==> src/rtl/collision_scanner.sv <==
// Frame-triggered collision scanner: checks each probe position against one segment
// slot per clock and reports sticky per-probe hits with the first-hit segment index.
module collision_scanner #(
    parameter int NUM_SEGMENTS = 7,
    parameter int NUM_PROBES   = 3,
    parameter int POS_W        = 8,
    parameter int IDX_W        = 3
) (
    input  logic                          clk,
    input  logic                          reset,
    input  logic                          start,
    input  logic [NUM_PROBES*POS_W-1:0]   probe_pos,
    input  logic [NUM_PROBES-1:0]         probe_en,
    input  logic [NUM_SEGMENTS*POS_W-1:0] segment_pos,
    input  logic [NUM_SEGMENTS-1:0]       segment_active,
    input  logic                          early_exit,
    output logic                          busy,
    output logic                          done,
    output logic [NUM_PROBES-1:0]         collision,
    output logic [NUM_PROBES*IDX_W-1:0]   hit_index
);

    localparam logic [IDX_W-1:0] NO_HIT   = {IDX_W{1'b1}};
    localparam logic [IDX_W-1:0] LAST_SEG = IDX_W'(NUM_SEGMENTS - 1);

    typedef enum logic {
        IDLE,
        SCAN
    } state_t;

    state_t                          state_q;
    logic [IDX_W-1:0]                cnt_q;
    logic                            busy_q;
    logic                            done_q;
    logic [NUM_PROBES-1:0]           collision_q;
    logic [NUM_PROBES*IDX_W-1:0]     hitIndex_q;
    logic [NUM_PROBES*POS_W-1:0]     snapProbe_q;
    logic [NUM_PROBES-1:0]           snapEn_q;
    logic [NUM_SEGMENTS*POS_W-1:0]   snapSeg_q;
    logic [NUM_SEGMENTS-1:0]         snapActive_q;
    logic                            snapEarly_q;

    logic [POS_W-1:0]                curSeg;
    logic                            curActive;
    logic [NUM_PROBES-1:0]           hit;
    logic [NUM_PROBES-1:0]           collision_d;
    logic [NUM_PROBES*IDX_W-1:0]     hitIndex_d;
    logic                            lastSeg;
    logic                            allHit;

    // Select the segment under the counter and compare every probe against it in parallel.
    always_comb begin
        curSeg    = '0;
        curActive = 1'b0;
        for (int k = 0; k < NUM_SEGMENTS; k++) begin
            if (cnt_q == IDX_W'(k)) begin
                curSeg    = snapSeg_q[k*POS_W +: POS_W];
                curActive = snapActive_q[k];
            end
        end

        hit        = '0;
        hitIndex_d = hitIndex_q;
        for (int p = 0; p < NUM_PROBES; p++) begin
            hit[p] = curActive && snapEn_q[p] &&
                     (snapProbe_q[p*POS_W +: POS_W] == curSeg);
            if (hit[p] && !collision_q[p]) begin
                hitIndex_d[p*IDX_W +: IDX_W] = cnt_q;
            end
        end
        collision_d = collision_q | hit;

        lastSeg = (cnt_q == LAST_SEG);
        // Early exit needs at least one enabled probe, otherwise an empty mask would match trivially.
        allHit  = snapEarly_q && (|snapEn_q) &&
                  ((collision_d & snapEn_q) == snapEn_q);
    end

    always_ff @(posedge clk) begin
        if (reset) begin
            state_q      <= IDLE;
            cnt_q        <= '0;
            busy_q       <= 1'b0;
            done_q       <= 1'b0;
            collision_q  <= '0;
            hitIndex_q   <= {NUM_PROBES{NO_HIT}};
            snapProbe_q  <= '0;
            snapEn_q     <= '0;
            snapSeg_q    <= '0;
            snapActive_q <= '0;
            snapEarly_q  <= 1'b0;
        end else begin
            done_q <= 1'b0;
            case (state_q)
                IDLE: begin
                    if (start) begin
                        snapProbe_q  <= probe_pos;
                        snapEn_q     <= probe_en;
                        snapSeg_q    <= segment_pos;
                        snapActive_q <= segment_active;
                        snapEarly_q  <= early_exit;
                        collision_q  <= '0;
                        hitIndex_q   <= {NUM_PROBES{NO_HIT}};
                        cnt_q        <= '0;
                        busy_q       <= 1'b1;
                        state_q      <= SCAN;
                    end
                end
                SCAN: begin
                    collision_q <= collision_d;
                    hitIndex_q  <= hitIndex_d;
                    if (lastSeg || allHit) begin
                        busy_q  <= 1'b0;
                        done_q  <= 1'b1;
                        cnt_q   <= '0;
                        state_q <= IDLE;
                    end else begin
                        cnt_q <= cnt_q + IDX_W'(1);
                    end
                end
                default: begin
                    state_q <= IDLE;
                    busy_q  <= 1'b0;
                end
            endcase
        end
    end

    assign busy      = busy_q;
    assign done      = done_q;
    assign collision = collision_q;
    assign hit_index = hitIndex_q;

endmodule
==> config.mk <==
export PLATFORM = sky130hd
export DESIGN_NAME = collision_scanner
export DESIGN_NICKNAME = d
export VERILOG_FILES = /design/src/rtl/collision_scanner.sv
export SDC_FILE = /design/constraint.sdc
export NUM_CORES = 1
export LEC_CHECK = 0
export CAP_MARGIN = 25
export CORE_ASPECT_RATIO = 0.75
export CORE_MARGIN = 2
export CORE_UTILIZATION = 30
export CTS_BUF_LIST = sky130_fd_sc_hd__clkbuf_4 sky130_fd_sc_hd__clkbuf_8
export CTS_CLUSTER_DIAMETER = 30
export DETAILED_ROUTE_END_ITERATION = 16
export SLEW_MARGIN = 10
export SYNTH_ARGS = -nofsm -noshare
export SYNTH_HDL_FRONTEND = slang
export SYNTH_SLANG_ARGS = --single-unit
==> constraint.sdc <==
create_clock -name clk -period 4.9 [get_ports clk]
set_input_delay 0.49 -clock clk [delete_from_list [all_inputs] [get_ports clk]]
set_output_delay 0.49 -clock clk [all_outputs]
set_load 0.02 [all_outputs]
## Word level (Yosys, flattened, before mapping)

Index checks and enable logic that the tools add are counted.
Widths: inputs -> output; s select.

- Register bits after elaboration: 109

- Mux-type cells: 30
- Reduce and logical (&&, ||, !) cells: 23
- Add/subtract/negate cells: 1
- Equality and inequality tests: 15
- Bitwise logic cells: 3

Operator list:

| kind | count |
|---|---|
| $mux 8 | 7 |
| $eq 8x8->1 | 3 |
| $pmux 9 s2 | 1 |
| $mux 3 | 5 |
| $mux 1 | 12 |
| $pmux 3 s2 | 2 |
| $logic_and 1x1->1 | 11 |
| $reduce_and 2->1 | 5 |
| $eq 3x3->1 const B | 3 |
| $mux 9 | 1 |
| $ne 2x1->1 const B | 4 |
| $eq 3x2->1 const B | 2 |
| $pmux 1 s2 | 2 |
| $add 3x1->3 const B | 1 |
| $and 3x3->3 | 1 |
| $eq 3x1->1 const B | 1 |
| $eq 3x3->1 | 1 |
| $logic_not 1->1 | 3 |
| $logic_not 3->1 | 1 |
| $or 3x3->3 | 1 |
| $reduce_or 3->1 | 1 |
| $ne 2x2->1 const B | 1 |
| $reduce_or 2->1 | 1 |
| $logic_or 1x1->1 | 1 |
| $not 1->1 | 1 |

## Depth between registers and ports, before layout

- Word-level depth: 17
- Mapped depth: 14
- Depth with buffers taken out: 10

## Worst setup path after synthesis

OpenSTA, ideal clock, no wires.

- Path kind: register to register
- Start point: register cnt_q[2]
- End point: register state_q
- Setup time: 139 ps
- Clock period less this slack: 3,217 ps
- Path slack: 1,683 ps
- Stages on the path, launching flop included: 15
- Data arrival time: 3,079 ps
- Cell sequence: dfxtp_1 buf_2 inv_2 buf_2 ha_1 buf_2 or2_1 buf_2 a221oi_1 o221ai_2 xor2_1 nand4_1 or4_1 a211oi_2 o22ai_1

- Word-level cells in the longest chain between the ends: 17

Ends and longest elaborated chain:

| what | line | text |
|---|---|---|
| start, declared | 32 | `logic [IDX_W-1:0] cnt_q;` |
| start signal, assigned | 118 | `cnt_q <= cnt_q + IDX_W'(1);` |
| $logic_not 3->1 | 56 | `if (cnt_q == IDX_W'(k)) begin` |
| $mux 8 or $mux 1 (tied branches) (7 in a row) | 56 |  |
| $eq 8x8->1 or $logic_and 1x1->1 (tied branches) | 66, 65 |  |
| $logic_and 1x1->1 | 65 | `hit[p] = curActive && snapEn_q[p] &&` |
| $or 3x3->3 | 71 | `collision_d = collision_q \| hit;` |
| $and 3x3->3 | 76 | `((collision_d & snapEn_q) == snapEn_q);` |
| $eq 3x3->1 | 76 |  |
| $logic_and 1x1->1 | 75 | `allHit = snapEarly_q && (\|snapEn_q) &&` |
| $logic_or 1x1->1 * | 112 | `if (lastSeg \|\| allHit) begin` |
| $mux 1 * | 112 |  |
| $pmux 1 s2 * | 94 | `case (state_q)` |
| end signal, assigned | 81 | `state_q <= IDLE;` |
| end signal, assigned | 116 | `state_q <= IDLE;` |
| end signal, assigned | 122 | `state_q <= IDLE;` |
| end, declared | 31 | `state_t state_q;` |

Every way passes the cells marked *; elsewhere a longest branch is shown, timed or not.
A chain may end at the register's enable or synchronous reset.

## Final worst setup path

Same ends and word-level chain as after synthesis.

==> flow_summary_export.csv <==
group,metric,value,unit
run_status,status,"finished clean",
routing,drc,0,
logic_synthesis,synthTopCellsByArea,"dfxtp_1, nand2_1, a21oi_1, clkbuf_1, nand3b_1",
clock_network,clk_pin_slew,0.09,ns
clock_network,cts_hold_buf,0,
die,die_area,18300,sq um
placement,portBuffers,107,
critical_path,worst-endpoint-required,5.13,ns
logic_synthesis,synth_seq_cells,109,
grt,vias_in_the_first_global_route,4427,
timing,fin_ws,0.789,ns
logic_synthesis,seq_area_frac_synth,0.422,
clock_network,root_buffer,"clkbuf_8",
logic_synthesis,area_fraction_of_the_dominant_cell_type_after_synthesis,0.422,
routing,final_routed_wire_length_divided_by_cell_count,15.6,um
logic_synthesis,yosysWarningCount,0,
grt,grt_start_max_net_pins,55,
pwr,power_density,292,nW/um^2
clock_network,clock_sink_count,109,
finish,final_design_area_no_fill,6550,sq um
critical_path,crit_path_top_delay_cell,"dfxtp_1",
clock_network,post-cts-setup-buffer-count,0,
pwr,static-leakage-power,2.29,nW
finish,n_antenna_cell,0,
pwr,peak_supply_drop,0.116,mV
logic_synthesis,synthesized_cell_area,5170,sq um
die,floorplan.io_pins,108,
clock_network,cts-buffers-inserted,9,
logic_synthesis,syn_inst,678,
critical_path,worst-path-max-fanout,18,
logic_synthesis,synthTopCellsByCount,"nand2_1, dfxtp_1, a21oi_1",
flow_run,max_cap_violations,0,
placement,place_worst_setup_slack,0.907,ns
worst_hold_path,worstHoldPathType,"register to register",
die,placementRows,41,
routing,dr_total_vias,4758,
clock_network,ctsHtreeMaxLevel,3,
timing,layout_min_cycle_time,4.11,ns
routing,detailedRoute.firstIterationViolations,372,
logic_synthesis,synthesis.area_per_instance,7.63,sq um
critical_path,timing_worst_setup_path_type,"register to register",
finish,final_util,0.388,
critical_path,critPathArrivalTime,4.34,ns
timing,final.setup_skew,0.00722,ns
die,die_height,118,um
placement,detailed_place.area,6330,sq um
grt,grt_use_total,0.165,
logic_synthesis,yosysTopAreaCell,"dfxtp_1",
timing,rsz0062_at_grt,"false",
timing,timing.final.crit_share,0.839,
clock_network,cts_repair_resize_count,0,
routing,total_wire_length_after_detailed_routing,15200,um
critical_path,slowest_delay,0.74,ns
logic_synthesis,ys_types,56,
routing,detail_route.vias_per_cell,4.90,
finish,layout.filler_cells,1793,
grt,grt_pass1_wl,24100,um
die,core_area,16900,sq um
timing,tightest_slew,1.01,ns
critical_path,timing.critical_path.from_type,"register",
grt,aggregate_global_routing_overflow,0,
logic_synthesis,yosysMostFrequentCell,"nand2_1",
timing,endpoints_failing_hold,0,
logic_synthesis,postSynth.topFlopCell,"dfxtp_1",
critical_path,reg2reg_setup_slack,0.79,ns
clock_network,insertion_delay,0.38,ns
timing,max_freq,243,MHz
logic_synthesis,synth-edff-count,0,
placement,gp_congestion,0.917,
timing,tns,0,ns
clock_network,cts_tree,"done",
finish,numnets_final,850,
logic_synthesis,mappedNetlistNets,777,
logic_synthesis,synthArstFlopShare,0,
placement,hpwlAfterDp,11200,um
die,die_x,156,um
finish,area_growth,26.5,%
routing,count_of_tritonroute_iterations_in_the_first_routing_pass,5,
critical_path,critical_path.endpoint_type,"register",
die,start_util,0.307,
finish,drive_above_1_share,0.0503,
critical_path,timing.critical_path.cells,"inv_2, ha_1, or2_1, a221oi_1, o221ai_2, xor2_1, nand4_1, or4_1, a211oi_2, o22ai_1",
pwr,post-layout-total-power,1.91,mW
grt,antenna_found_initial,0,
timing,finalSetupViolCount,0,
timing,final_max_slew_viol_count,0,
routing,antenna_left,0,
clock_network,clockBufferDepth,2,
timing,slew_headroom,0.326,
==> cells in the final DEF, fill, tap and decap left out, types with 4 or more instances in the layout <==
| cell type | count |
|---|---|
| nand2_1 | 202 |
| dfxtp_1 | 109 |
| clkdlybuf4s50_1 | 106 |
| a21oi_1 | 104 |
| inv_1 | 18 |
| o21ai_1 | 18 |
| nor2_1 | 14 |
| nand3b_1 | 13 |
| nor2b_1 | 11 |
| nor3_1 | 10 |
| xnor2_1 | 10 |
| clkbuf_8 | 10 |
| a221oi_1 | 9 |
| o21ai_0 | 9 |
| a211oi_1 | 7 |
| nor3b_1 | 7 |
| xor2_1 | 7 |
| buf_4 | 7 |
| o21a_1 | 6 |
| ha_1 | 5 |
| o221ai_2 | 4 |
| nand4_1 | 4 |
| nand3_1 | 4 |
==> report_power, final <==
part | total [mW] | switching, mW | internal [mW]
registers | 0.990 | 0.0513 | 0.939
logic | 0.377 | 0.202 | 0.175
clock network | 0.547 | 0.299 | 0.248
==> final timing paths <==
path,endpoint,startpoint,cells after the start
max,state_q,cnt_q[2],10
min,snapSeg_q[10],snapSeg_q[10],2
max reg2reg,state_q,cnt_q[2],10
min reg2reg,snapSeg_q[10],snapSeg_q[10],2
==> per-layer routing <==
metal  track usage  routed length [um]  up-vias
li1              -                   -     2460
met1         0.269                8220     2148
met2         0.219                5850      138
met3        0.0353                 981       12
met4        0.0310                 109        0
met5             0                   0        -
==> kinds of logic after synthesis <==
group	count (synthesis)	synth area share
muxes	1	0.00218
and+or+nand+nor	287	0.250
adders and majority gates	5	0.0121
buffers and inverters	72	0.0604
DFF	109	0.422
xor gates and xnor gates	17	0.0288
AOI/OAI and AO/OA	187	0.225
==> stage by stage <==
step,cells,hold WS [ns]
final,971,0.465
after global routing,971,0.482
after CTS,970,0.464
after detailed placement,954,0.449
after global placement,954,0.444
after floorplan,678,0.431
==> sequential cells by signal, summed over array words and instances, names as in the netlist <==
signal	count
snapProbe_q	24
cnt_q	3
done	1
busy	1
collision	3
state_q	1
snapSeg_q	56
snapActive_q	7
snapEarly_q	1
hit_index	9
snapEn_q	3
==> critical path: cells and delay by family (launching register included) <==
family / cells / cell delay, ns
AND/OR/NAND/NOR: 3 / 1.15
adder cells (fa/ha/maj): 1 / 0.38
XOR/XNOR: 1 / 0.16
buffers and inverters: 1 / 0.25
AO/OA/AOI/OAI: 4 / 1.28
flip-flops: 1 / 0.74
==> cell type report <==
type                    instances  area [sq um]  share of cell area
multi-input cells             497          2690               0.411
well taps                     215           269              0.0411
repair buffers                115          1130               0.173
clock buffers                  10           138              0.0210
inverters                      19          71.3              0.0109
flip-flops and latches        109          2180               0.333
clock inverters                 6          62.6             0.00956
Power figures use the tool's default switching activity.
